[config.mk]
export PLATFORM = sky130hd
export DESIGN_NAME = multicycle_control
export DESIGN_NICKNAME = d
export VERILOG_FILES = /design/src/rtl/multicycle_control.sv
export SDC_FILE = /design/constraint.sdc
export NUM_CORES = 1
export LEC_CHECK = 0
export ABC_AREA = 1
export CORE_MARGIN = 5
export CORE_UTILIZATION = 40
export DETAILED_ROUTE_END_ITERATION = 7
export PLACE_DENSITY = 0.65
export REMOVE_ABC_BUFFERS = 1
export SETUP_SLACK_MARGIN = 0.05
export SLEW_MARGIN = 20
export SYNTH_ARGS = -nofsm -noshare
export SYNTH_HDL_FRONTEND = slang
export SYNTH_SLANG_ARGS = --single-unit
[constraint.sdc]
create_clock -name clk -period 7.08 [get_ports clk]
set_clock_uncertainty 0.15 [all_clocks]
set_input_delay 1.062 -clock clk [delete_from_list [all_inputs] [get_ports clk]]
set_output_delay 1.062 -clock clk [all_outputs]
set_load 0.05 [all_outputs]
[src/rtl/multicycle_control.sv]
// multicycle_control: FETCH/DECODE/EXEC/MEM/WB sequencer for a multicycle RV32I datapath.
// Shares one req/ready memory port between instruction and data access, counts retired instructions.
module multicycle_control #(
    parameter int CNT_W   = 32,
    parameter int TIMEOUT = 255
) (
    input  logic             clk,
    input  logic             rst,
    input  logic [6:0]       opcode,
    input  logic             br_taken,
    input  logic             mem_ready,
    output logic             mem_req,
    output logic             mem_we,
    output logic             addr_src,
    output logic             ir_write,
    output logic             pc_write,
    output logic             pc_src,
    output logic             ru_write,
    output logic [1:0]       ru_data_src,
    output logic [2:0]       state,
    output logic             illegal,
    output logic             timeout,
    output logic [CNT_W-1:0] instret
);
    localparam int WW = $clog2(TIMEOUT + 1);
    localparam logic [2:0] S_FETCH = 3'd0, S_DECODE = 3'd1, S_EXEC = 3'd2,
                           S_MEM = 3'd3, S_WB = 3'd4, S_HALT = 3'd5;
    localparam logic [1:0] C_ALU = 2'd0, C_LOAD = 2'd1, C_STORE = 2'd2, C_BR = 2'd3;

    logic [2:0]       state_q, state_d;
    logic [1:0]       cls_q, cls_d, cls;
    logic [WW-1:0]    wcnt_q, wcnt_d;
    logic [CNT_W-1:0] instret_q, instret_d;
    logic             illegal_q, illegal_d, timeout_q, timeout_d;
    logic             legal, req, to_hit, retire;

    always_comb begin
        legal = 1'b1;
        cls   = C_ALU;
        case (opcode)
            7'b0110011, 7'b0010011: cls = C_ALU;
            7'b0000011:             cls = C_LOAD;
            7'b0100011:             cls = C_STORE;
            7'b1100011:             cls = C_BR;
            default:                legal = 1'b0;
        endcase
    end

    // A completing transfer always beats the timeout, since the counter only advances on ready-low cycles.
    assign req    = state_q == S_FETCH || state_q == S_MEM;
    assign to_hit = req && !mem_ready && wcnt_q == WW'(TIMEOUT - 1);
    assign retire = (state_q == S_WB) || (state_q == S_EXEC && cls_q == C_BR)
                 || (state_q == S_MEM && cls_q == C_STORE && mem_ready);

    assign cls_d     = state_q == S_DECODE ? cls : cls_q;
    assign wcnt_d    = req && !mem_ready ? wcnt_q + WW'(1) : '0;
    assign instret_d = instret_q + CNT_W'(retire);
    assign illegal_d = illegal_q || (state_q == S_DECODE && !legal);
    assign timeout_d = timeout_q || to_hit;

    always_ff @(posedge clk) begin
        if (rst) begin
            state_q   <= S_FETCH;
            cls_q     <= C_ALU;
            wcnt_q    <= '0;
            instret_q <= '0;
            illegal_q <= 1'b0;
            timeout_q <= 1'b0;
        end else begin
            state_q   <= state_d;
            cls_q     <= cls_d;
            wcnt_q    <= wcnt_d;
            instret_q <= instret_d;
            illegal_q <= illegal_d;
            timeout_q <= timeout_d;
        end
    end

    always_comb begin
        state_d = S_HALT;
        case (state_q)
            S_FETCH:  state_d = to_hit ? S_HALT : mem_ready ? S_DECODE : S_FETCH;
            S_DECODE: state_d = legal ? S_EXEC : S_HALT;
            S_EXEC:   state_d = cls_q == C_BR ? S_FETCH : cls_q == C_ALU ? S_WB : S_MEM;
            S_MEM:    state_d = to_hit ? S_HALT : !mem_ready ? S_MEM
                              : cls_q == C_LOAD ? S_WB : S_FETCH;
            S_WB:     state_d = S_FETCH;
            default:  state_d = S_HALT;
        endcase
    end

    always_comb begin
        mem_req     = !rst && req;
        mem_we      = !rst && state_q == S_MEM && cls_q == C_STORE;
        addr_src    = !rst && state_q == S_MEM;
        ir_write    = !rst && state_q == S_FETCH && mem_ready;
        pc_write    = !rst && ((state_q == S_FETCH && mem_ready)
                            || (state_q == S_EXEC && cls_q == C_BR && br_taken));
        pc_src      = !rst && state_q == S_EXEC && cls_q == C_BR;
        ru_write    = !rst && state_q == S_WB;
        ru_data_src = {1'b0, !rst && state_q == S_WB && cls_q == C_LOAD};
    end

    assign state   = state_q;
    assign illegal = illegal_q;
    assign timeout = timeout_q;
    assign instret = instret_q;
endmodule

==> results of run 1 <==
-- critical path: stages --
cell             delay (ns)
clkdlybuf4s50_1        0.39
buf_4                  0.25
nor3_1                 0.27
a21o_1                 0.12
clkdlybuf4s50_1        0.79
-- cells in the mapped netlist --
| library cell | n | area [um2] |
|---|---|---|
| nand3_1 | 21 | 105.1 |
| ha_1 | 9 | 112.6 |
| xnor2_1 | 4 | 35.03 |
| dfxtp_1 | 47 | 940.9 |
| o21bai_1 | 1 | 7.510 |
| a21oi_2 | 1 | 8.760 |
| nand3_4 | 1 | 17.52 |
| clkbuf_1 | 2 | 7.510 |
| nand2_2 | 2 | 12.51 |
| nand2_1 | 105 | 394.1 |
| a21o_1 | 1 | 7.510 |
| o21a_1 | 4 | 30.03 |
| or2_0 | 1 | 6.260 |
| buf_2 | 1 | 5.000 |
| nand2_4 | 2 | 22.52 |
| o21ai_0 | 9 | 45.04 |
| nand4_1 | 5 | 31.28 |
| nor4_1 | 1 | 6.260 |
| nor2_1 | 68 | 255.2 |
| or2_2 | 1 | 6.260 |
| nor2_2 | 5 | 31.28 |
| a211oi_1 | 1 | 7.510 |
| buf_4 | 1 | 7.510 |
| nor3_1 | 8 | 40.04 |
| nor3_2 | 1 | 10.01 |
| nor2_4 | 6 | 67.56 |
| o311ai_0 | 1 | 8.760 |
| buf_1 | 2 | 7.510 |
| inv_1 | 50 | 187.7 |
| xor2_1 | 3 | 26.28 |
| conb_1 | 1 | 3.750 |
| a21oi_1 | 30 | 150.1 |
-- layer usage --
metal / global-route usage (%) / wire, um / vias to the layer above
met5: 0 / 0 / -
met4: 5.211 / 121 / 0
met3: 4.333 / 377 / 11
met2: 25.79 / 2878 / 69
met1: 18.78 / 2805 / 1132
li1: - / - / 1348
-- power by group through the flow --
stage	clock network, mW	logic, mW	registers (mW)
final	0.152	0.0623	0.273
after global routing	0.173	0.0686	0.274
after CTS	0.158	0.0628	0.273
after detailed placement	0	0.0624	0.279
after global placement	0	0.0618	0.279
after floorplan	0	0.0292	0.288
-- cell type report --
cell class,count,area share (%)
multi-input cells,292,43.80
flip-flops and latches,47,28.44
repair buffers,56,16.87
inverters,50,5.673
well taps,77,2.912
clock buffers,5,2.080
clock inverters,1,0.2269
-- path summary, 6_finish.rpt --
kind / startpoint / to / slack (ns) / cells past startpoint
worst min-delay path: timeout$_SDFF_PP0_ / timeout$_SDFF_PP0_ / 0.30 / 2
worst max register to register: state[1]$_SDFF_PP0_ / instret[30]$_SDFF_PP0_ / 4.43 / 11
worst max-delay path: rst / pc_write / 2.97 / 5
worst min register to register: timeout$_SDFF_PP0_ / timeout$_SDFF_PP0_ / 0.30 / 2
-- sequential cells by signal, summed over array words and instances, names as in the netlist --
name and flops:
instret 32, cls_q 2, illegal 1, state 3, wcnt_q 8, timeout 1
-- kinds of logic (layout without fill, tap and decap cells) --
group / after synthesis / in the layout / synth area share [%]
xor+xnor: 7 / 7 / 2.354
flops: 47 / 47 / 36.12
fa+ha+maj: 9 / 9 / 4.323
buf+inv: 56 / 112 / 8.261
other cells: 1 / 1 / 0.1440
compound gates: 48 / 48 / 10.18
simple gates: 227 / 227 / 38.62
-- stage by stage --
step | instance area (um2) | std cells | worst slack [ns] | util (%)
floorplan | 2577 | 389 | 3.149 | -
global placement | 3232 | 522 | 2.982 | 50.90
detailed placement | 3232 | 522 | 2.966 | 50.90
CTS | 3308 | 528 | 2.949 | 52.10
global route | 3308 | 528 | 2.882 | 52.10
finish | 3308 | 528 | 2.972 | 52.10
==> out/metrics.yaml, run 1 <==
critical_path_arrival_ns: 2.90
cts-hold-fix-buffers: 0
netSwitchingFraction_pct: 27.15
start_kind: "input port"
synth_area_um2: 2605
vdd_drop_max_uv: 68.96
pwr-share-clk_pct: 31.3
syn_inst: 395
synth_cell_types: 32
grt_usage_pct: 15.38
core-area_um2: 6350
cts_resized: 0
drt.antenna.violating_nets: 0
dp_hpwl_um: 4834
critical_path_peak_fanout: 36
end_kind: "output port"
multi_input_comb_area_um2: 1449
vias: 2560
max_slew_margin_pct: 58.72
antenna_cells: 0
min_period_ns: 4.108
combPwrFrac_pct: 12.8
tightest_slew_ns: 0.6115
finalCritPeriodShare_pct: 58.03
grt_pass1_wl_um: 10560
cts-root-buf: "clkbuf_8"
dieArea_um2: 8226
dr.pass1.iters: 4
avgSynthCellArea_um2: 6.595
h-tree-depth: 2
grt_setup_unrepaired: "no"
clk_pin_slew_ns: 0.08
fmax_mhz: 243.4
power_density_nw_per_um2: 147.4
pwr-share-seq_pct: 56.0
syn2layout_area_growth_pct: 26.99
gp_congestion: 0.8521
hold_path.class: "flop to flop"
yosys_register_bits: 47
p_leak_nw: 1.135
setup_violations: 0
fin_nets: 472
cts_buffer_depth: 2
ioPinCount: 57
cts_tree: "yes"
hold_slack_ns: 0.3000
cts_sinks: 47
yosysSeqAreaShare_pct: 36.12
grt_pass1_vias: 2394
drt_wl_total_um: 6183
p_sw_mw: 0.1324
layout_common_cells: "105 x nand2_1, 68 x nor2_1, 55 x clkdlybuf4s50_1, 50 x inv_1, 47 x dfxtp_1"
fp-row-count: 29
yosysWarnings: 0
internal-power_mw: 0.3553
portBuffers: 55
via_per_inst: 4.848
start_util_pct: 41.02
final_hold_viol_count: 0
status: "finished, final reports clean"
path_class: "input port to output port"
layout_commonest_cell: "nand2_1"
cts_inserted_buffers: 5
fill_cells: 621
routedWlPerCell_um: 11.71
p_total_mw: 0.4877
drive_above_1_share_pct: 5.765
cts_setup_buffers: 0
clock_latency_ns: 0.30
drc_errors: 0
die_y_um: 90.70
cp.required_ns: 5.87
dr.first_iter.drc_count: 140
regArea_um2: 940.9
maxSlewViolCount: 0
grt_max_degree: 37
antenna_found_initial: 0
cap_viol_max_count: 0
setup_tns_ns: 0
grt_overflow: 0
die_width_um: 90.70
Power figures use the tool's default switching activity.
==> run 2, diff against run 1 <==
PLACE_DENSITY = 0.67   (was 0.65)
clock period = 3.7 ns   (was 7.08 ns; I/O delays follow)
==> run 2 against run 1 <==
Effect of this change:
- count of clock-buffer cells in the layout up 1
- routed wire length up 6.6%
- via count up 2.0%
- utilization up 0.65 points
- non-clock buffer count unchanged
- critical path depth down 1
- largest cell class unchanged
==> out/metrics.yaml, run 2 (same netlist as run 1, synthesis figures left out) <==
status: "finished, final reports clean"
largest_reg_flops: 32  # unchanged
p_total_mw: 0.9593  # +97%
max_stage_delay_ns: 0.66  # -0.13 ns
cts_tree: "yes"
h-tree-depth: 2  # unchanged
via_per_inst: 4.936  # +1.8%
cts_buffer_depth: 2  # unchanged
cts_resized: 0  # unchanged
p_leak_nw: 1.173  # +3.3%
grt_pass1_vias: 2548  # +6.4%
final_hold_viol_count: 0  # unchanged
end_kind: "output port"
critical_path_peak_fanout: 14  # -61%
grt_usage_pct: 16.50  # +1.1 points
regArea_um2: 940.9  # unchanged
gp_congestion: 0.8825  # +3.6%
reg2reg_setup_slack_ns: 1.21  # -3.22 ns
setup_tns_ns: 0  # unchanged
routedWlPerCell_um: 12.46  # +6.4%
fill_cells: 639  # +2.9%
antenna_cells: 0  # unchanged
portBuffers: 55  # unchanged
drc_errors: 0  # unchanged
critPathSlowestCell: "clkdlybuf4s50_1"
vdd_drop_max_uv: 163.7  # +140%
ioPinCount: 57  # unchanged
cp.required_ns: 2.99  # -2.88 ns
clock_latency_ns: 0.30  # about the same
drive_above_1_share_pct: 7.743  # +2.0 points
cts_sinks: 47  # unchanged
core-area_um2: 6350  # unchanged
layout_commonest_cell: "nand2_1"
die_width_um: 90.70  # unchanged
cts_inserted_buffers: 5  # unchanged
grt_setup_unrepaired: "no"
cts-root-buf: "clkbuf_8"
finalCritPeriodShare_pct: 74.67
dr.pass1.iters: 4  # unchanged
max_slew_margin_pct: 65.96  # +7.2 points
die_y_um: 90.70  # unchanged
grt_pass1_wl_um: 11440  # +8.3%
r2r_cells: 10  # -1
worstHoldEndpoint: "illegal$_SDFF_PP0_"
dp_hpwl_um: 5271  # +9.0%
drt_wl_total_um: 6593  # +6.6%
dr.first_iter.drc_count: 141  # +0.71%
grt_max_degree: 24  # -35%
start_kind: "input port"
min_from: "illegal$_SDFF_PP0_"
cts-hold-fix-buffers: 0  # unchanged
cts_setup_buffers: 0  # unchanged
fp-row-count: 29  # unchanged
grt_overflow: 0  # unchanged
drt.antenna.violating_nets: 0  # unchanged
dieArea_um2: 8226  # unchanged
hold_depth: 2  # unchanged
cap_viol_max_count: 0  # unchanged
start_util_pct: 41.02  # unchanged
power_density_nw_per_um2: 286.4  # +94%
multi_input_comb_area_um2: 1449  # unchanged
setup_violations: 0  # unchanged
vias: 2611  # +2.0%
crit_chain: "clkdlybuf4s50_1 > nor3_1 > a21o_1 > buf_12"
critical_path_arrival_ns: 2.06  # -0.84 ns
clk_pin_slew_ns: 0.08  # about the same
syn2layout_area_growth_pct: 28.58
tightest_slew_ns: 0.5090  # -0.1024 ns
layout_common_cells: "105 x nand2_1, 68 x nor2_1, 50 x inv_1, 47 x dfxtp_1, 47 x clkdlybuf4s50_1"
fin_nets: 472  # unchanged
maxSlewViolCount: 0  # unchanged
r2r-start: "state[1]$_SDFF_PP0_"
path_class: "input port to output port"
r2r_end: "instret[17]$_SDFF_PP0_"
fmax_mhz: 362.0
min_period_ns: 2.763
antenna_found_initial: 0  # unchanged
hold_path.class: "flop to flop"
[run 2: changes by cell type in the layout (fill, tap and decap cells not counted)]
| cell | change |
|---|---|
| buf_12 | +4 |
| buf_4 | +4 |
| clkbuf_8 | +1 |
| clkdlybuf4s50_1 | -8 |
| clkinv_2 | +1 |
| clkinvlp_4 | -1 |
[run 2: layout make-up]
class	instances	share of cell area [%]
Multi-Input combinational cell	292	43.26
Tap cell	77	2.876
Clock buffer	6	2.465
Inverter	50	5.603
Clock inverter	1	0.1494
Sequential cell	47	28.09
Timing Repair Buffer	56	17.56
[run 2: stage by stage]
step | std cells | hold WS (ns) | area [um2] | setup slack [ns] | util (%)
floorplan | 389 | 0.2797 | 2577 | 0.5889 | -
global placement | 522 | 0.2927 | 3262 | 0.7651 | 51.37
detailed placement | 522 | 0.2941 | 3262 | 0.6974 | 51.37
CTS | 529 | 0.3064 | 3349 | 0.9051 | 52.75
global route | 529 | 0.3255 | 3349 | 0.6937 | 52.75
finish | 529 | 0.3030 | 3349 | 0.9372 | 52.75
[run 2: per-layer routing]
layer	up-vias	track usage (%)	share of wire, %	wire length, um
li1	1355	-	-	-
met1	1178	19.98	44	2909
met2	70	28.87	49	3228
met3	8	3.917	5.7	375
met4	0	4.591	1.2	79
met5	-	0	0	0
[run 2: worst max path at each step]
stage,to,cells past startpoint,startpoint
5_1_grt,instret[6]$_SDFF_PP0_,11,mem_ready
6_report,pc_write,4,rst
2_1_floorplan,pc_write,4,state[1]$_SDFF_PP0_
4_1_cts,pc_write,4,rst
3_3_place_gp,instret[6]$_SDFF_PP0_,11,mem_ready
3_5_place_dp,instret[6]$_SDFF_PP0_,11,mem_ready
[run 2: worst max-delay path: cells and delay by family]
kind                   cells  cell delay [ns]
and+or+nand+nor            1             0.51
buffers and inverters      2             0.80
AOI/OAI and AO/OA          1             0.18
[run 2: power breakdown]
group	internal [mW]	switching, mW
Clock	0.147	0.168
Sequential	0.513	0.00857
Combinational	0.0433	0.0793
Total	0.704	0.256
==> run 3, diff against run 2 <==
clock period = 2.44 ns   (was 3.7 ns; I/O delays follow)
==> run 3 against run 2 <==
Effect of this change:
- die area unchanged
- sequential cell count unchanged
- sequential share of layout area decreased by 1.7 points
- routed wire length increased by 3.6%
- first-iteration DRC count increased by 42%
- largest cell class unchanged
- count of clock-buffer cells in the layout decreased by 1
- via count increased by 2.4%
- utilization increased by 3.7 points
==> out/metrics.yaml, run 3 (same netlist as run 1, synthesis figures left out) <==
final_hold_viol_count: 0  # unchanged
path_depth: 7  # +3
core-area_um2: 6350  # unchanged
dpl_cell_area_um2: 3410  # +4.5%
max_stage_delay_ns: 0.34  # -0.32 ns
wl_met1_um: 2983  # +2.5%
dieArea_um2: 8226  # unchanged
p_leak_nw: 1.270  # +8.3%
start_kind: "flop"
routed-wl-met2_um: 3339  # +3.4%
antenna_found_initial: 0  # unchanged
grt_pass1_vias: 2495  # -2.1%
vdd_drop_max_uv: 251.6  # +54%
drc_errors: 0  # unchanged
grt_setup_unrepaired: "yes"
h-tree-depth: 2  # unchanged
r2r_cells: 14  # +4
setup_violations: 0  # unchanged
critical_path_arrival_ns: 1.75  # -0.31 ns
reg2reg_setup_slack_ns: 0.20  # -1.01 ns
layout_common_cells: "103 x nand2_1, 67 x nor2_1, 48 x inv_1, 46 x clkdlybuf4s50_1, 43 x dfxtp_1"
cts_tree: "yes"
path_class: "flop to output port"
cts_buffer_depth: 2  # unchanged
ioPinCount: 57  # unchanged
routedWlPerCell_um: 12.51  # +0.34%
final_area_um2: 3583  # +7.0%
hold_path.class: "flop to flop"
met3WireLength_um: 396  # +5.6%
drt_wl_total_um: 6828  # +3.6%
fin_util_pct: 56.43  # +3.7 points
cts_sinks: 47  # unchanged
cap_viol_max_count: 0  # unchanged
dr.first_iter.drc_count: 200  # +42%
antenna_cells: 0  # unchanged
pwr-share-seq_pct: 53.9  # -0.5 points
die_y_um: 90.70  # unchanged
crit_family: "buffers and inverters"
p_sw_mw: 0.4126  # +61%
largest_reg_flops: 32  # unchanged
dp_hpwl_um: 5366  # +1.8%
combPwrFrac_pct: 14.4  # +1.6 points
clock_latency_ns: 0.31  # about the same
netSwitchingFraction_pct: 28.04  # +1.4 points
grt_usage_pct: 16.77  # +0.27 points
fill_cells: 602  # -5.8%
via_per_inst: 4.897  # -0.78%
fmax_mhz: 442.3
pwr-share-clk_pct: 31.8  # -1.0 points
internal-power_mw: 1.059  # +50%
grt_max_degree: 15  # -38%
drt.antenna.violating_nets: 0  # unchanged
fp-row-count: 29  # unchanged
cts_inserted_buffers: 5  # unchanged
grt_pass1_wl_um: 11410  # -0.24%
worst_slack_ns: 0.1789  # -0.7583 ns
critPathSlowestCell: "dfxtp_2"
syn2layout_area_growth_pct: 37.56
max_slew_margin_pct: 65.45  # -0.50 points
vias: 2674  # +2.4%
clk_pin_slew_ns: 0.09  # about the same
min_period_ns: 2.261
cpMostUsedCell: "buf_4"
cts-root-buf: "clkbuf_8"
critical_path_peak_fanout: 3  # -11
cp_num_buf_inv: 3  # +1
status: "finished, final reports clean"
hold_depth: 2  # unchanged
dpl.cell_count: 535  # +2.5%
setup_tns_ns: 0  # unchanged
dr.pass1.iters: 5  # +1
end_kind: "output port"
cp.required_ns: 1.92  # -1.07 ns
tightest_slew_ns: 0.5166  # +0.007545 ns
p_total_mw: 1.471  # +53%
start_util_pct: 41.02  # unchanged
drive_above_1_share_pct: 14.07  # +6.3 points
grt_overflow: 0  # unchanged
finalCritPeriodShare_pct: 92.67
fin_nets: 488  # +3.4%
hold_slack_ns: 0.3066  # +0.003659 ns
crit_chain: "buf_4 > ha_4 > nand4_1 > buf_4 > nor2_1 > a21o_1 > buf_12"
dpl_worst_slack_ns: -0.2427  # -0.9400 ns
gp_congestion: 0.8827  # about the same
power_density_nw_per_um2: 410.6  # +43%
layout_commonest_cell: "nand2_1"
portBuffers: 55  # unchanged
die_width_um: 90.70  # unchanged
top_layer_used: "met4"
final_cell_count_no_fill: 546  # +3.2%
maxSlewViolCount: 0  # unchanged
==> run 3: cell count changes in the layout (fill, tap and decap cells not counted), moves of 3 or more <==
cell	before	now
dfxtp_1	47	43
buf_4	5	17
ha_1	9	6
ha_4	0	3
dfxtp_2	0	4
buf_12	4	8
==> run 3: worst reg2reg max path: stages, from the launching register on <==
cell      delay [ns]
dfxtp_2         0.34
buf_4           0.13
ha_4            0.12
nand4_1         0.11
o311ai_1        0.12
buf_4           0.17
ha_4            0.12
ha_4            0.12
nand2_2         0.07
nor2_4          0.18
nand2_4         0.11
nor2_4          0.20
nand3_2         0.11
nand2_2         0.06
nor2_1          0.04
==> run 3: area by class of cell <==
type	count	area (um2)	share of cell area [%]
Tap cell	77	96.34	2.689
Sequential cell	47	945.9	26.40
Multi-Input combinational cell	292	1509	42.11
Inverter	50	187.7	5.237
Clock inverter	3	15.01	0.4190
Timing Repair Buffer	72	760.7	21.23
Clock buffer	5	68.82	1.920
==> run 3: worst paths after layout <==
kind                                            start                      to
worst max-delay path            cls_q[0]$_SDFFE_PP0P_                pc_write
worst max register to register  cls_q[0]$_SDFFE_PP0P_  instret[20]$_SDFF_PP0_
worst min register to register     illegal$_SDFF_PP0_      illegal$_SDFF_PP0_
worst min-delay path               illegal$_SDFF_PP0_      illegal$_SDFF_PP0_
==> run 3: what timing repair did <==
action | 4_1_cts | 5_1_grt
setup endpoints to repair | 0 | 21
setup buffers | 0 | 3
hold buffers | 0 | 0
resized for setup | 0 | 20
==> run 3: power groups by stage <==
stage	clock network (mW)	logic [mW]	registers [mW]
finish	0.467	0.211	0.793
global route	0.522	0.229	0.796
CTS	0.484	0.211	0.790
detailed placement	0	0.210	0.808
global placement	0	0.208	0.808
floorplan	0	0.0848	0.835
==> run 3: per-layer routing <==
layer,vias to the layer above,GRT usage [%]
met3,10,4.583
li1,1396,-
met2,55,29.48
met5,-,0
met4,0,6.079
met1,1213,19.25
